==> config.mk <==
export PLATFORM = sky130hd
export DESIGN_NAME = gbar_unit
export DESIGN_NICKNAME = d
export VERILOG_FILES = /design/src/rtl/gbar_unit_pkg.sv /design/src/rtl/gbar_rr_arbiter.sv /design/src/rtl/gbar_unit.sv
export SDC_FILE = /design/constraint.sdc
export NUM_CORES = 1
export LEC_CHECK = 0
export BUFFER_PORTS_ARGS = -buffer_cell sky130_fd_sc_hd__clkbuf_2
export CAP_MARGIN = 20
export CORE_ASPECT_RATIO = 1.2
export CORE_MARGIN = 10
export CORE_UTILIZATION = 40
export DETAILED_ROUTE_END_ITERATION = 7
export GPL_TIMING_DRIVEN = 1
export PLACE_DENSITY = 0.71
export SLEW_MARGIN = 10
export SYNTH_ARGS = -nofsm -noshare
export SYNTH_HDL_FRONTEND = slang
export SYNTH_SLANG_ARGS = --single-unit
==> constraint.sdc <==
create_clock -name clk -period 12.7 [get_ports clk]
set_input_delay 2.54 -clock clk [delete_from_list [all_inputs] [get_ports clk]]
set_output_delay 2.54 -clock clk [all_outputs]
set_load 0.02 [all_outputs]
==> src/rtl/gbar_unit_pkg.sv <==
//------------------------------------------------------------------------------
// Module   : gbar_unit_pkg
// Brief    : Shared types and width helpers for the global-barrier unit and
//            the per-core gbar bus interface.
// Revision : 1.0 - initial release
//------------------------------------------------------------------------------
`default_nettype none

package gbar_unit_pkg;

  // Width of an index that can address n items; never narrower than one bit.
  function automatic int log2up(input int n);
    return (n > 1) ? $clog2(n) : 1;
  endfunction

  localparam int GBAR_NUM_REQS     = 4;
  localparam int GBAR_NUM_BARRIERS = 4;
  localparam int GBAR_NB_WIDTH     = log2up(GBAR_NUM_BARRIERS);
  localparam int GBAR_NC_WIDTH     = log2up(GBAR_NUM_REQS);

  // Barrier arrival request as carried on the bus interface.
  typedef struct packed {
    logic [GBAR_NB_WIDTH-1:0] id;
    logic [GBAR_NC_WIDTH-1:0] size_m1;
    logic [GBAR_NC_WIDTH-1:0] core_id;
  } gbar_req_t;

endpackage

`default_nettype wire

==> src/rtl/gbar_rr_arbiter.sv <==
//------------------------------------------------------------------------------
// Module   : gbar_rr_arbiter
// Brief    : NUM_REQS-way round-robin arbiter. One-hot grant plus index; the
//            priority pointer moves past the winner and holds on idle cycles.
// Revision : 1.0 - initial release
//------------------------------------------------------------------------------
`default_nettype none

module gbar_rr_arbiter
  import gbar_unit_pkg::*;
#(
  parameter int NUM_REQS = 4,
  parameter int IDX_W    = log2up(NUM_REQS)
) (
  input  logic                clk,
  input  logic                reset,
  input  logic [NUM_REQS-1:0] i_valid,
  output logic [NUM_REQS-1:0] o_grant,
  output logic [IDX_W-1:0]    o_index,
  output logic                o_any
);

  logic [IDX_W-1:0] r_ptr;

  // Pick the first valid requester at or after the pointer, wrapping around.
  always_comb begin
    o_grant = '0;
    o_index = '0;
    o_any   = 1'b0;
    for (int k = 0; k < NUM_REQS; k++) begin
      for (int j = 0; j < NUM_REQS; j++) begin
        if (!o_any && i_valid[j] && (((int'(r_ptr) + k) % NUM_REQS) == j)) begin
          o_any      = 1'b1;
          o_grant[j] = 1'b1;
          o_index    = IDX_W'(j);
        end
      end
    end
  end

  // Highest priority moves to the slot after the winner.
  always_ff @(posedge clk or negedge reset) begin
    if (!reset) begin
      r_ptr <= '0;
    end else if (o_any) begin
      r_ptr <= (o_index == IDX_W'(NUM_REQS - 1)) ? '0 : o_index + IDX_W'(1);
    end
  end

endmodule

`default_nettype wire

==> src/rtl/gbar_unit.sv <==
//------------------------------------------------------------------------------
// Module   : gbar_unit
// Brief    : Cluster-level global-barrier responder. Tracks per-barrier arrival
//            masks and broadcasts a one-cycle release when enough cores arrive.
// Revision : 1.0 - initial release
//------------------------------------------------------------------------------
`default_nettype none

module gbar_unit
  import gbar_unit_pkg::*;
#(
  parameter int NUM_REQS     = 4,
  parameter int NUM_BARRIERS = 4,
  parameter int NB_WIDTH     = log2up(NUM_BARRIERS),
  parameter int NC_WIDTH     = log2up(NUM_REQS)
) (
  input  logic                               clk,
  input  logic                               reset,
  input  logic [NUM_REQS-1:0]                req_valid,
  input  logic [NUM_REQS-1:0][NB_WIDTH-1:0]  req_id,
  input  logic [NUM_REQS-1:0][NC_WIDTH-1:0]  req_size_m1,
  input  logic [NUM_REQS-1:0][NC_WIDTH-1:0]  req_core_id,
  output logic [NUM_REQS-1:0]                req_ready,
  output logic                               rsp_valid,
  output logic [NB_WIDTH-1:0]                rsp_id,
  output logic                               busy,
  output logic                               err_dup,
  output logic                               err_size
);

  typedef struct packed {
    logic [NB_WIDTH-1:0] id;
    logic [NC_WIDTH-1:0] size_m1;
    logic [NC_WIDTH-1:0] core_id;
  } req_sel_t;

  logic [NUM_REQS-1:0] r_mask [NUM_BARRIERS];
  logic [NC_WIDTH-1:0] r_size [NUM_BARRIERS];
  logic                r_rsp_valid;
  logic [NB_WIDTH-1:0] r_rsp_id;
  logic                r_err_dup;
  logic                r_err_size;

  logic [NUM_REQS-1:0] w_grant;
  logic [NC_WIDTH-1:0] w_gidx;
  logic                w_any;
  logic                w_accept;
  req_sel_t            w_sel;
  logic [NUM_REQS-1:0] w_mask_old;
  logic [NUM_REQS-1:0] w_bit;
  logic [NUM_REQS-1:0] w_mask_n;
  logic                w_first;
  logic                w_dup;
  logic [NC_WIDTH-1:0] w_size_eff;
  logic [NC_WIDTH:0]   w_cnt;
  logic                w_release;

  gbar_rr_arbiter #(
    .NUM_REQS (NUM_REQS),
    .IDX_W    (NC_WIDTH)
  ) u_arb (
    .clk     (clk),
    .reset   (reset),
    .i_valid (req_valid),
    .o_grant (w_grant),
    .o_index (w_gidx),
    .o_any   (w_any)
  );

  // Grants are withheld while reset is held so nothing is handshaken then.
  assign req_ready = w_grant & {NUM_REQS{reset}};
  assign w_accept  = w_any & reset;

  // Granted request, its barrier's current mask, and the release decision.
  // The popcount and target are one bit wider so size_m1 = NUM_REQS-1 fits.
  always_comb begin
    w_sel.id      = req_id[w_gidx];
    w_sel.size_m1 = req_size_m1[w_gidx];
    w_sel.core_id = req_core_id[w_gidx];
    w_mask_old    = r_mask[w_sel.id];
    w_bit         = '0;
    for (int k = 0; k < NUM_REQS; k++) begin
      w_bit[k] = (w_sel.core_id == NC_WIDTH'(k));
    end
    w_first    = (w_mask_old == '0);
    w_dup      = |(w_mask_old & w_bit);
    w_mask_n   = w_mask_old | w_bit;
    w_size_eff = w_first ? w_sel.size_m1 : r_size[w_sel.id];
    w_cnt      = '0;
    for (int k = 0; k < NUM_REQS; k++) begin
      w_cnt = w_cnt + {{NC_WIDTH{1'b0}}, w_mask_n[k]};
    end
    w_release = w_accept && !w_dup &&
                (w_cnt == ({1'b0, w_size_eff} + (NC_WIDTH+1)'(1)));
  end

  // Arrival masks and latched sizes; a duplicate leaves the barrier untouched.
  always_ff @(posedge clk or negedge reset) begin
    if (!reset) begin
      for (int b = 0; b < NUM_BARRIERS; b++) begin
        r_mask[b] <= '0;
        r_size[b] <= '0;
      end
    end else if (w_accept && !w_dup) begin
      r_mask[w_sel.id] <= w_release ? '0 : w_mask_n;
      if (w_first) begin
        r_size[w_sel.id] <= w_sel.size_m1;
      end
    end
  end

  // Release pulse, released id and sticky error flags.
  always_ff @(posedge clk or negedge reset) begin
    if (!reset) begin
      r_rsp_valid <= 1'b0;
      r_rsp_id    <= '0;
      r_err_dup   <= 1'b0;
      r_err_size  <= 1'b0;
    end else begin
      r_rsp_valid <= w_release;
      if (w_release) begin
        r_rsp_id <= w_sel.id;
      end
      if (w_accept && w_dup) begin
        r_err_dup <= 1'b1;
      end
      if (w_accept && !w_dup && !w_first && (w_sel.size_m1 != r_size[w_sel.id])) begin
        r_err_size <= 1'b1;
      end
    end
  end

  // Busy whenever any barrier holds at least one arrival.
  always_comb begin
    busy = 1'b0;
    for (int b = 0; b < NUM_BARRIERS; b++) begin
      busy = busy | (|r_mask[b]);
    end
  end

  assign rsp_valid = r_rsp_valid;
  assign rsp_id    = r_rsp_id;
  assign err_dup   = r_err_dup;
  assign err_size  = r_err_size;

endmodule

`default_nettype wire

==> reports/qor.txt <==
crit-path max FO -> 14
min-delay src -> r_size[3]
Slew Viols, Final -> 0
Final setup viols -> 0
first-pass GRT wire length -> 10000 microns
Worst-path clk slew -> 0.06 ns
CP bufs+invs -> 3
Synth async-reset ratio -> 100%
row count -> 30
startpoint types -> primary input
area grow syn2layout -> 14.6%
top-count cell post-synth -> dfrtp_1
Synth Cell Area -> 0.00233 sq mm
antenna cell count -> 0
Avg Inst Size Synth -> 9.53 sq um
Initial Util -> 41.0%
number of cells on the worst reg-to-reg path -> 18
routed via count -> 2068
DIE HEIGHT -> 104 microns
Most used DFF post-synth -> dfrtp_1
Syn Inst Count -> 244
worst-skew pair later-pin latency -> 0.28 ns
Resize count post-CTS -> 0
kind of end point of the critical path -> register
Synth cell types -> 59
worst r2r dst -> rsp_id[1]
CP required -> 12.86 ns
largest family of logic cells by synthesized area -> compound AO/OA/AOI/OAI gates
Post-Syn Nets -> 278
Clock Root Buffer -> clkbuf_8
I/O pin count -> 40
Synth Area in XOR/XNOR -> 1.51%
synth top area cells -> dfrtp_1 33%, mux2_2 7.3%, mux2i_1 6.9%, mux2_1 4.4%, nand3_1 3.4%
outcome -> complete, no violations
I/O Buffers -> 39
Adder-Cell Fraction of Synth Area -> 2.47%
top cell type by total area after synthesis -> dfrtp_1
CP cell instances -> clkbuf_2, nor2b_1, nand2_1, a21boi_2, mux2i_1, mux2i_1, buf_4, a211oi_1, or2_1, a21boi_0, inv_1, fa_1, ha_1, ha_1, xnor2_1, nand3_1, a21oi_2, and3_4, mux2_4
post-route cell area -> 0.00267 sq mm
Yosys top cell area share -> 33.4%
Post-CTS Setup Inserts -> 0
Post-synth EDFFs -> 0
number of global-route vias before repair -> 1977
Worst-Margin Slew -> 0.834 ns
flops & latches, synth -> 31
CTS tree -> built
maxcap violations -> 0
post-synthesis compound-gate area fraction -> 19.9%
DRT antenna net count -> 0
Fin Hold WS -> 0.489 ns
fin crit period -> 7.08 ns
gp weighted congestion -> 0.931
largest net degree at the start of global routing -> 37
PwrDens -> 306 mW/mm^2
Final HPWL DP -> 4730 microns
cell family with most CP delay -> compound AO/OA/AOI/OAI gates
Crit path arrival time -> 7.24 ns
final net count -> 318
flop2flop setup slack -> 7.56 ns
Post-DP Area -> 0.00258 sq mm
via-per-instance ratio -> 5.68
register area share after synthesis -> 33.4%
FMAX -> 141 MHz
Max Root-Sink Buffers -> 2
initial antenna violation count -> 0
total iterations of the first detailed-routing run -> 4
hold_buf cts -> 0
hold crit path type -> reg -> reg
Yosys Warn Count -> 0
Total Routing Usage GR -> 13.3%
worst setup path class -> in -> reg
per-cell routed wire length -> 16.8 microns
post-synthesis simple-gate area fraction -> 18.7%
TritonCTS buffer count -> 5
Slew headroom -> 44.4%
grt ovf -> 0
Die Width -> 89.6 microns
post-synthesis mux area share -> 19.8%
share of layout cells above drive strength 1 -> 29.2%
Leak Pwr -> 1.22 nW
Hold Path Depth -> 1
Residual DRC -> 0
worst stage delay on the critical path -> 0.65 ns
setup TNS -> 0 ns
Core Box Area -> 0.00567 sq mm
maximum vdd drop -> 0.110 mV
Clock Skew -> 0.00728 ns
Post-Route WL -> 6130 microns
Hold Path End -> r_size[3]
clk sink count -> 31
initial drt markers -> 235
die area -> 0.00928 sq mm
period utilization -> 55.7%
CTS HTree Levels -> 2
final-report hold violation count -> 0
RSZ-0062 raised after global routing -> no
RR Startpoint -> u_arb.r_ptr[1]
Slowest-stage cell, CP -> a21boi_2
most frequent cells after synthesis -> 31 x dfrtp_1, 21 x nand2_1, 16 x mux2i_1, 16 x nand3_1, 15 x mux2_2
kinds of logic (layout without fill, tap and decap cells):
family / count (synthesis) / after routing
flip-flops: 31 / 31
AO/OA/AOI/OAI: 61 / 61
XOR/XNOR: 4 / 4
AND/OR/NAND/NOR: 82 / 82
adder cells (fa/ha/maj): 4 / 4
multiplexers: 42 / 42
buffers and inverters: 20 / 60
metrics by stage:
| step | total power [mW] | util, % | setup WS [ns] | cells |
|---|---|---|---|---|
| 2_1_floorplan | 0.622 | - | 6.07 | 244 |
| 3_3_place_gp | 0.721 | 45.5 | 5.63 | 357 |
| 3_5_place_dp | 0.736 | 45.5 | 5.34 | 357 |
| 4_1_cts | 0.816 | 47.0 | 5.64 | 364 |
| 5_1_grt | 0.891 | 47.0 | 5.31 | 364 |
| 6_report | 0.816 | 47.0 | 5.62 | 364 |
layout by cell type (no fill, tap or decap), drive strengths merged, types with 2 or more instances in the layout:
cell type and n:
and2b 2, o22ai 8, nor2 13, a31o 2
mux2i 16, inv 13, or2 2, a21o 2
and3 8, nand2b 2, nand2 23, nor3 2
ha 3, nor2b 5, nand3 16, a21boi 3
a211oi 2, o2111ai 2, nor4 4, xnor2 4
o21ai 12, o211ai 4, clkbuf 45, mux2 26
a31oi 5, a21oi 10, o211a 2, dfrtp 31
metal layers:
metal / vias to the layer above / GRT usage (%) / routed length, microns
li1: 985 / - / -
met1: 980 / 16.7 / 2590
met2: 87 / 21.4 / 2840
met3: 16 / 2.59 / 508
met4: 0 / 5.35 / 189
met5: - / 0 / 0
cell type report:
type	count	area [sq um]
Clock buffer	6	82.6
Clock inverter	1	5.00
Fill cell	553	3000
Inverter	13	48.8
Multi-Input combinational cell	193	1450
Sequential cell	31	776
Tap cell	80	100
Timing Repair Buffer	40	203
sequential cells by signal, summed over array words and instances, names as in the netlist:
signal	cells
r_size	8
err_size	1
err_dup	1
r_mask	16
u_arb.r_ptr	2
rsp_valid	1
rsp_id	2
where the power goes:
part | switching, mW | total (mW) | internal (mW)
logic | 0.325 | 0.554 | 0.229
registers | 0.0418 | 0.185 | 0.143
clock network | 0.0352 | 0.0776 | 0.0424
total | 0.402 | 0.816 | 0.414
worst max-delay path by stage:
stage | from | end | cells past startpoint
final | req_valid[2] | rsp_id[1] | 19
after global routing | req_valid[0] | rsp_id[1] | 19
after CTS | req_valid[2] | rsp_id[1] | 19
after detailed placement | req_valid[0] | rsp_id[0] | 19
after global placement | req_valid[0] | rsp_id[1] | 19
after floorplan | req_valid[0] | rsp_id[0] | 18
Power figures use the tool's default switching activity.
